`config.mk`:
```
export PLATFORM = sky130hd
export DESIGN_NAME = os_generator
export DESIGN_NICKNAME = d
export VERILOG_FILES = /design/src/rtl/os_generator.sv
export SDC_FILE = /design/constraint.sdc
export NUM_CORES = 1
export LEC_CHECK = 0
export BUFFER_PORTS_ARGS = -buffer_cell sky130_fd_sc_hd__buf_2
export CAP_MARGIN = 20
export CORE_MARGIN = 2
export CORE_UTILIZATION = 35
export CTS_CLUSTER_DIAMETER = 80
export DETAILED_ROUTE_END_ITERATION = 10
export PLACE_DENSITY = 0.68
export SLEW_MARGIN = 5
export SYNTH_ARGS = -nofsm -noshare
export SYNTH_HDL_FRONTEND = slang
export SYNTH_SLANG_ARGS = --single-unit
```
`constraint.sdc`:
```
create_clock -name Pclk -period 3.6 [get_ports Pclk]
set_input_delay 0.72 -clock Pclk [delete_from_list [all_inputs] [get_ports Pclk]]
set_output_delay 0.72 -clock Pclk [all_outputs]
set_load 0.1 [all_outputs]
```
`src/rtl/os_generator.sv`:
```
// Gen1 ordered-set generator: streams TS1/TS2/IDLE (and SKP when OS_GEN_SKP_EN is defined) onto the PIPE TX bus.
// Start is accepted only while Busy is low, so every set is followed by at least one idle gap cycle.
module os_generator #(
    parameter int         LANESNUMBER = 16,
    parameter int         PIPEWIDTH   = 8,
    parameter logic [7:0] NFTS        = 8'hFF
) (
    input  logic                                  Pclk,
    input  logic                                  Reset,
    input  logic                                  OSGeneratorStart,
    input  logic [2:0]                            OSType,
    input  logic [1:0]                            LaneNumber,
    input  logic [7:0]                            LinkNumber,
    input  logic [2:0]                            Rate,
    input  logic                                  Loopback,
    output logic                                  OSGeneratorBusy,
    output logic                                  OSGeneratorFinish,
    output logic [PIPEWIDTH*LANESNUMBER-1:0]      TxData,
    output logic [(PIPEWIDTH/8)*LANESNUMBER-1:0]  TxDataK,
    output logic                                  TxDataValid
);
    localparam int SPB = PIPEWIDTH / 8;
    localparam int DW  = PIPEWIDTH * LANESNUMBER;
    localparam int KW  = SPB * LANESNUMBER;

    localparam logic [2:0] TYPE_TS1  = 3'b000;
    localparam logic [2:0] TYPE_TS2  = 3'b001;
    localparam logic [2:0] TYPE_IDLE = 3'b100;
`ifdef OS_GEN_SKP_EN
    localparam logic [2:0] TYPE_SKP  = 3'b010;
`endif
    localparam logic [3:0] TS_LAST    = 4'(16 / SPB - 1);
    localparam logic [3:0] SHORT_LAST = 4'(4 / SPB - 1);

    typedef enum logic {ST_IDLE, ST_SEND} osState_t;

    osState_t    stateReg, stateNext;
    logic [3:0]  beatCntReg, beatCntNext;
    logic [2:0]  typeReg;
    logic [7:0]  linkReg;
    logic [1:0]  laneNumReg;
    logic [2:0]  rateReg;
    logic        loopbackReg;

    logic        accept, emit, knownType, lastNow;
    logic [2:0]  srcType, srcRate;
    logic [7:0]  srcLink;
    logic [1:0]  srcLaneNum;
    logic        srcLoopback;
    logic [3:0]  beatIdx, lastBeat;
    logic [DW-1:0] beatData;
    logic [KW-1:0] beatK;

    // Returns {K, byte} for symbol s of a set on lane laneIdx.
    function automatic logic [8:0] symbolOf(input logic [2:0] t, input logic [7:0] link,
                                            input logic [1:0] laneNum, input logic [2:0] rate,
                                            input logic lb, input logic [3:0] s,
                                            input logic [7:0] laneIdx);
        logic [2:0] r;
        logic [7:0] rateId;
        symbolOf = 9'h000;
        r        = (rate == 3'd0) ? 3'd1 : rate;
        rateId   = ((8'h01 << ({1'b0, r} + 4'd1)) - 8'h01) & 8'h3E;
        if (t == TYPE_TS1 || t == TYPE_TS2) begin
            case (s)
                4'd0:    symbolOf = {1'b1, 8'hBC};
                4'd1:    symbolOf = (link == 8'h00) ? {1'b1, 8'hF7} : {1'b0, link};
                4'd2:    symbolOf = (laneNum == 2'b00) ? {1'b1, 8'hF7} : {1'b0, laneIdx};
                4'd3:    symbolOf = {1'b0, NFTS};
                4'd4:    symbolOf = {1'b0, rateId};
                4'd5:    symbolOf = {1'b0, 5'b0, lb, 2'b0};
                default: symbolOf = {1'b0, (t == TYPE_TS1) ? 8'h4A : 8'h45};
            endcase
        end
`ifdef OS_GEN_SKP_EN
        else if (t == TYPE_SKP) begin
            symbolOf = (s == 4'd0) ? {1'b1, 8'hBC} : {1'b1, 8'h1C};
        end
`endif
    endfunction

    // On the accepting edge the live inputs drive beat 0; afterwards the latched copy is used.
    always_comb begin
        accept      = (stateReg == ST_IDLE) && OSGeneratorStart && !OSGeneratorBusy;
        emit        = accept || (stateReg == ST_SEND);
        srcType     = accept ? OSType     : typeReg;
        srcLink     = accept ? LinkNumber : linkReg;
        srcLaneNum  = accept ? LaneNumber : laneNumReg;
        srcRate     = accept ? Rate       : rateReg;
        srcLoopback = accept ? Loopback   : loopbackReg;
        beatIdx     = accept ? 4'd0       : beatCntReg;
    end

    always_comb begin
        knownType = 1'b0;
        lastBeat  = 4'd0;
        case (srcType)
            TYPE_TS1, TYPE_TS2: begin knownType = 1'b1; lastBeat = TS_LAST;    end
            TYPE_IDLE:          begin knownType = 1'b1; lastBeat = SHORT_LAST; end
`ifdef OS_GEN_SKP_EN
            TYPE_SKP:           begin knownType = 1'b1; lastBeat = SHORT_LAST; end
`endif
            default:            ;
        endcase
    end

    generate
        for (genvar gi = 0; gi < LANESNUMBER; gi++) begin : gLane
            logic [PIPEWIDTH-1:0] laneData;
            logic [SPB-1:0]       laneK;
            always_comb begin
                laneData = '0;
                laneK    = '0;
                for (int k = 0; k < SPB; k++) begin
                    {laneK[k], laneData[k*8 +: 8]} = symbolOf(srcType, srcLink, srcLaneNum, srcRate,
                                                              srcLoopback, 4'(int'(beatIdx) * SPB + k),
                                                              8'(gi));
                end
            end
            assign beatData[gi*PIPEWIDTH +: PIPEWIDTH] = laneData;
            assign beatK[gi*SPB +: SPB]                = laneK;
        end
    endgenerate

    always_comb begin
        stateNext   = stateReg;
        beatCntNext = beatCntReg;
        lastNow     = emit && (beatIdx == lastBeat);
        if (emit) begin
            if (lastNow) begin
                stateNext   = ST_IDLE;
                beatCntNext = 4'd0;
            end else begin
                stateNext   = ST_SEND;
                beatCntNext = beatIdx + 4'd1;
            end
        end
    end

    always_ff @(posedge Pclk or negedge Reset) begin
        if (!Reset) begin
            stateReg          <= ST_IDLE;
            beatCntReg        <= 4'd0;
            typeReg           <= 3'd0;
            linkReg           <= 8'd0;
            laneNumReg        <= 2'd0;
            rateReg           <= 3'd0;
            loopbackReg       <= 1'b0;
            OSGeneratorBusy   <= 1'b0;
            OSGeneratorFinish <= 1'b0;
            TxDataValid       <= 1'b0;
            TxData            <= '0;
            TxDataK           <= '0;
        end else begin
            stateReg          <= stateNext;
            beatCntReg        <= beatCntNext;
            if (accept) begin
                typeReg     <= OSType;
                linkReg     <= LinkNumber;
                laneNumReg  <= LaneNumber;
                rateReg     <= Rate;
                loopbackReg <= Loopback;
            end
            OSGeneratorBusy   <= emit;
            OSGeneratorFinish <= lastNow;
            TxDataValid       <= emit && knownType;
            TxData            <= (emit && knownType) ? beatData : '0;
            TxDataK           <= (emit && knownType) ? beatK    : '0;
        end
    end
endmodule
```
==> results of run 1 <==
==> sequential cells by signal, summed over array words and instances, names as in the netlist <==
| register | cells |
|---|---|
| rateReg | 3 |
| TxDataValid | 1 |
| TxData | 12 |
| loopbackReg | 1 |
| beatCntReg | 4 |
| linkReg | 8 |
| OSGeneratorFinish | 1 |
| typeReg | 3 |
| OSGeneratorBusy | 1 |
| laneNumReg | 2 |
| stateReg | 1 |
| TxDataK | 1 |
==> worst min-delay path, cell delays in order, from the launching register on <==
cell	delay, ns
dfrtp_1	0.36
nand2_1	0.05
nand2_1	0.06
==> placed cells by master (no fill, tap or decap), types with 2 or more instances in the layout <==
master / synthesis / routed
a221oi_1: 2 / 2
a22o_1: 2 / 2
buf_2: 3 / 166
nor2_1: 7 / 7
nor2b_1: 2 / 2
o32ai_1: 2 / 2
o31a_1: 4 / 4
mux2_2: 3 / 3
nor3_1: 5 / 5
nor3b_1: 2 / 2
nand3_1: 5 / 5
clkbuf_8: 0 / 6
nor4_1: 3 / 3
nand2_1: 53 / 53
o21ai_1: 2 / 2
nand2b_1: 2 / 2
o21a_1: 2 / 2
inv_1: 6 / 6
ha_1: 4 / 4
o21ai_0: 15 / 15
or3_1: 2 / 2
a21oi_1: 16 / 16
and2_1: 3 / 3
dfrtp_1: 38 / 38
==> through the flow <==
stage                     setup slack [ns]  util [%]  instances
final                                0.669      36.2        480
after detailed placement             0.404      35.1        472
after floorplan                      0.526         -        341
after global placement               0.568      35.1        472
after CTS                            0.711      36.2        480
after global routing                 0.366      36.2        480
==> cell families (layout without fill, tap and decap cells) <==
group,count (synthesis),in the layout,synth area share [%]
DFF,38,38,32.6
muxes,4,4,1.67
buffers and inverters,147,181,36.2
AOI/OAI and AO/OA,56,56,12.7
and+or+nand+nor,91,91,14.8
adders and majority gates,4,4,1.72
xor gates and xnor gates,1,1,0.300
==> path summary, 6_finish.rpt <==
| path | startpoint | to | slack (ns) | cells after the start |
|---|---|---|---|---|
| setup / recovery | OSGeneratorStart | TxData[62] | 0.67 | 10 |
| hold / removal | laneNumReg[0] | laneNumReg[0] | 0.50 | 2 |
| setup reg to reg | stateReg | TxData[62] | 0.74 | 8 |
| hold reg to reg | laneNumReg[0] | laneNumReg[0] | 0.50 | 2 |
| max in group asynchronous | Reset | stateReg | 2.51 | 1 |
| min in group asynchronous | Reset | typeReg[2] | 0.53 | 1 |
==> layout make-up <==
type                            count  area, um^2
Tap cell                          105         131
Clock inverter                      1        5.00
Fill cell                         874        5190
Sequential cell                    38         951
Multi-Input combinational cell    156         910
Inverter                            6        22.5
Timing Repair Buffer              167         838
Clock buffer                        7        86.3
==> layer usage <==
metal / GRT usage (%) / part of all wire, %
met5: 0 / 0
met2: 23.9 / 51
met4: 3.62 / 1.5
met1: 15.1 / 40
met3: 2.13 / 7.2
==> metrics, run 1 <==
outcome finished, final reports clean; crit-path leading delay family simple AND/OR/NAND/NOR gates; I/O pins 167; Clock Sinks 38; vias in the first global route 1864; Max clock buf depth 2; Relative slew margins 42.0%; Post-synth EDFFs 0; syn nets 365; drt first pass iters 4; worst min-delay path class flip-flop to flip-flop; # diodes 0; CTS H-tree depth 2; dpl cell area 2850 um^2; HPWL Detailed 4800 um; Final Skew 0.00713 ns; pin count of the biggest net entering global routing 39; Die X 95.3 um; cts repair resizes 0; Remaining DRCs 0; clk slew on worst S/H paths 0.07 ns; crit end category flip-flop; DR WL/cell 13.0 um; CTS Buf Count 5; top post-synthesis cells by count 131 x buf_4, 53 x nand2_1, 38 x dfrtp_1; post-route antenna net violation count 0; min Tclk post-route 2.93 ns; CP max stage delay 0.48 ns; largest area contributor in the netlist buf_4; most common flop cell mapped by yosys dfrtp_1; Worst-Margin Slew 0.870 ns; async set or reset register ratio after synthesis 100%; sequential area share after synthesis 32.6%; Setup Fix Bufs, Post-CTS 0; Synth top area share 33.7%; via count 2187; WP data arrival 3.06 ns; worst skew pair latency 0.29 ns; CP max stage cell nor3b_1; Clock Tree Root clkbuf_8; TNS Setup 0 ns; synthesized instance count 341; FF+latch count, synth 38; Max Cap Viol 0; final wirelength 6250 um; row cnt 33; Fin Hold WS 0.503 ns; CP dominant cell by count nor3b_1; most numerous cell in the Yosys netlist buf_4; core area 8130 um^2; unrepaired setup endpoints after global routing no; Buf/Inv on CP 2; f_max 0.341 GHz; Area contributors post-synth buf_4 34%, dfrtp_1 33%, nand2_1 6.8%; # nets final 398; input/output buffers 166; startpoint types input pin; crit path cell chain buf_2 > or3b_4 > nand2_1 > inv_1 > ha_1 > nor3b_1 > o21ai_0 > nand3_1 > nor3b_1 > a21boi_0; GR Overflow Total 0; # hold bufs at CTS 0; die area 9080 um^2; Fin. Hold Viols 0; Ys Warns 0; post-synth cell types 47; pins over their slew limit 0; Total GRT Usage 12.9%; cell area after layout 2940 um^2; Placer Congestion 0.928; Layout area overhead 0.987%; mean post-synth cell area 8.55 um^2; crit path max fanout 29; cell area after synthesis 2920 um^2; Worst EP required 3.73 ns; CTS tree done; via-per-instance ratio 4.56; Final setup viols 0; fin crit share 81.4%; Initial Utilization 35.8%; initial antenna violation count 0; initial DRC count 133; Vert. Die Dim 95.3 um; share of post-route cells with drive strength above 1 49.3%; Setup CP Type input pin to flip-flop; first-pass GRT wire length 9080 um
Power of run 1 is not shown: default switching activity piles up to over one toggle a cycle in this logic, so the estimate is an artifact.
==> run 2: changes to the inputs <==
--- a/config.mk
+++ b/config.mk
@@ -5,13 +5,14 @@
 export SDC_FILE = /design/constraint.sdc
 export NUM_CORES = 1
 export LEC_CHECK = 0
+export ABC_AREA = 1
 export BUFFER_PORTS_ARGS = -buffer_cell sky130_fd_sc_hd__buf_2
 export CAP_MARGIN = 20
 export CORE_MARGIN = 2
 export CORE_UTILIZATION = 35
 export CTS_CLUSTER_DIAMETER = 80
 export DETAILED_ROUTE_END_ITERATION = 10
-export PLACE_DENSITY = 0.68
+export PLACE_DENSITY = 0.67
 export SLEW_MARGIN = 5
 export SYNTH_ARGS = -nofsm -noshare
 export SYNTH_HDL_FRONTEND = slang
==> constraint.sdc (replaced) <==
create_clock -name Pclk -period 2.9 [get_ports Pclk]
set_input_delay 0.58 -clock Pclk [delete_from_list [all_inputs] [get_ports Pclk]]
set_output_delay 0.58 -clock Pclk [all_outputs]
set_load 0.1 [all_outputs]
==> run 2 against run 1 <==
Against the previous run: synthesized area increased by 9.7%; sequential share of layout area decreased by 3.0 points; non-clock buffer count unchanged; core utilization increased by 0.66 points; critical path depth increased by 1; sequential cell count unchanged; die area increased by 9.2%; global-route usage decreased by 0.98 points; worst setup slack improved by 0.067 ns; register-to-register slack about the same.
==> metrics, run 2 <==
Max clock buf depth 2 (unchanged); final wirelength 6170 um (-1.2%); syn nets 444 (+22%); Vert. Die Dim 99.6 um (+4.5%); Initial Utilization 36.3% (+0.46 points); initial DRC count 110 (-17%); post-route antenna net violation count 0 (unchanged); Final Skew 0.00515 ns (-0.00198 ns); crit path max fanout 15 (-48%); # diodes 0 (unchanged); combinational family with the most area after synthesis buffers and inverters; R2R setup slack 0.74 ns (about the same); row cnt 34 (+3.0%); max FFs per register 12 (unchanged); sequential area share after synthesis 29.7% (-2.9 points); post-synthesis compound-gate area fraction 4.66% (-8.0 points); pin count of the biggest net entering global routing 39 (unchanged); drt first pass iters 4 (unchanged); DR WL met3 369 um (-18%); Die X 99.6 um (+4.5%); adder-cell share of the synthesized area 1.57% (-0.15 points); worst r2r dst TxData[115]; GR Overflow Total 0 (unchanged); share of post-route cells with drive strength above 1 46.4% (-2.9 points); unrepaired setup endpoints after global routing no; Total GRT Usage 11.9% (-0.98 points); # hold bufs at CTS 0 (unchanged); pins over their slew limit 0 (unchanged); outcome finished, final reports clean; Setup CP Type flip-flop to flip-flop; Max Cap Viol 0 (unchanged); FF+latch count, synth 38 (unchanged); initial antenna violation count 0 (unchanged); most common flop cell mapped by yosys dfrtp_1; largest area contributor in the netlist buf_4; DR WL/cell 10.9 um (-16%); die area 9910 um^2 (+9.2%); most numerous cell in the Yosys netlist buf_4; clk slew on worst S/H paths 0.07 ns (about the same); HPWL Detailed 4990 um (+4.1%); core area 8810 um^2 (+8.3%); post-synthesis mux area share 0% (-1.7 points); worst skew pair latency 0.29 ns (about the same); synthesized instance count 420 (+23%); largest registers TxData x12, linkReg x8, beatCntReg x4; TNS Setup 0 ns (unchanged); async set or reset register ratio after synthesis 100% (unchanged); first-pass GRT wire length 9420 um (+3.7%); Ys Warns 0 (unchanged); CP startpoint stateReg; FF-to-FF path depth 11 (+3); vias in the first global route 1987 (+6.6%); crit end category flip-flop; crit path to TxData[115]; Final setup viols 0 (unchanged); I/O pins 167 (unchanged); Layout area overhead 1.53%; cell area after synthesis 3200 um^2 (+9.7%); Max Used Layer met4; DRT met1 WL 2520 um (+1.0%); Area contributors post-synth buf_4 31%, dfrtp_1 30%, nand2_1 9.0%; top post-synthesis cells by count 132 x buf_4, 77 x nand2_1, 53 x inv_1; Clock Tree Root clkbuf_8; Relative slew margins 45.3% (+3.3 points); CTS tree done; Remaining DRCs 0 (unchanged); final non-filler cell total 567 (+18%); Worst EP required 3.08 ns (-0.65 ns); fill count 908 (+3.9%); Post-synth EDFFs 0 (unchanged); simple-gate share of the synthesized area 24.3% (+9.5 points); min Tclk post-route 2.16 ns; mean post-synth cell area 7.61 um^2 (-11%); Synth top area share 31.0% (-2.7 points); Setup Fix Bufs, Post-CTS 0 (unchanged); fin crit share 74.6%; Fin. Hold Viols 0 (unchanged); via count 2407 (+10%); FF-to-FF Start stateReg; commonest non-fill, non-tap cell in the layout buf_2; cts repair resizes 0 (unchanged); CTS Buf Count 5 (unchanged); met2 WL post-DR 3180 um (-1.1%); startpoint types flip-flop; most frequent cells in the layout 166 x buf_2, 77 x nand2_1, 53 x inv_1; Placer Congestion 0.851 (-8.3%); post-synth cell types 28 (-40%); input/output buffers 166 (unchanged); via-per-instance ratio 4.25 (-6.8%); Worst-Margin Slew 0.820 ns (-0.0499 ns); worst min-delay path class input pin to asynchronous set/reset pin; Clock Sinks 38 (unchanged); WP data arrival 2.34 ns (-0.72 ns); placed insts 559 (+18%); # nets final 482 (+21%); CTS H-tree depth 2 (unchanged); Biggest register TxData; f_max 0.462 GHz; Synth Area in XOR/XNOR 0.548% (+0.25 points)
## run 2: cell types whose count changed after synthesis, sizes merged, moves of 5 or more
cell,before,now
nand3,5,31
nor3,5,0
clkbuf,5,0
a21oi,17,2
inv,6,57
nand2,53,91
nor2,7,33
## run 2: worst max-delay path: stages (launching register included)
cell	delay, ns
dfrtp_1	0.40
inv_2	0.24
nand3_4	0.12
nand2_2	0.13
inv_1	0.09
ha_1	0.24
o21ai_1	0.22
nand3_1	0.23
nand2_2	0.16
o21ai_2	0.09
nand2_1	0.08
nand2_1	0.05
## run 2: through the flow
stage          hold WS, ns  utilization [%]  area [um^2]  setup WS, ns
2_1_floorplan        0.284                -         3200         0.400
3_3_place_gp         0.463             35.6         3140         0.774
3_5_place_dp         0.468             35.6         3140         0.700
4_1_cts              0.425             36.9         3250         0.747
5_1_grt              0.452             36.9         3250         0.512
6_report             0.379             36.9         3250         0.737
## run 2: cells by family after synthesis
logic type               after synthesis
AO/OA/AOI/OAI                         22
XOR/XNOR                               2
adder cells (fa/ha/maj)                4
buffers and inverters                194
AND/OR/NAND/NOR                      160
flip-flops                            38
## run 2: cell type report
type	instances	area, um^2	area share, %
Clock buffer	5	68.8	2.12
Sequential cell	38	951	29.3
Tap cell	108	135	4.16
Clock inverter	3	40.0	1.23
Multi-Input combinational cell	188	995	30.6
Timing Repair Buffer	167	838	25.8
Inverter	58	218	6.71
## run 2: worst min path at each step
stage,to,slack (ns),start,depth (start not counted)
after floorplan,OSGeneratorBusy,0.28,Reset,0
after CTS,beatCntReg[0],0.42,Reset,1
after global routing,beatCntReg[0],0.45,Reset,1
final,beatCntReg[0],0.38,Reset,1
after detailed placement,laneNumReg[0],0.47,laneNumReg[0],2
after global placement,laneNumReg[0],0.46,laneNumReg[0],2
## run 2: routing by layer
layer | global-route usage, % | vias to the layer above
li1 | - | 1207
met1 | 14.3 | 1077
met2 | 20.9 | 114
met3 | 2.25 | 9
met4 | 4.53 | 0
met5 | 0 | -
Power of run 2 is left out for the same reason.
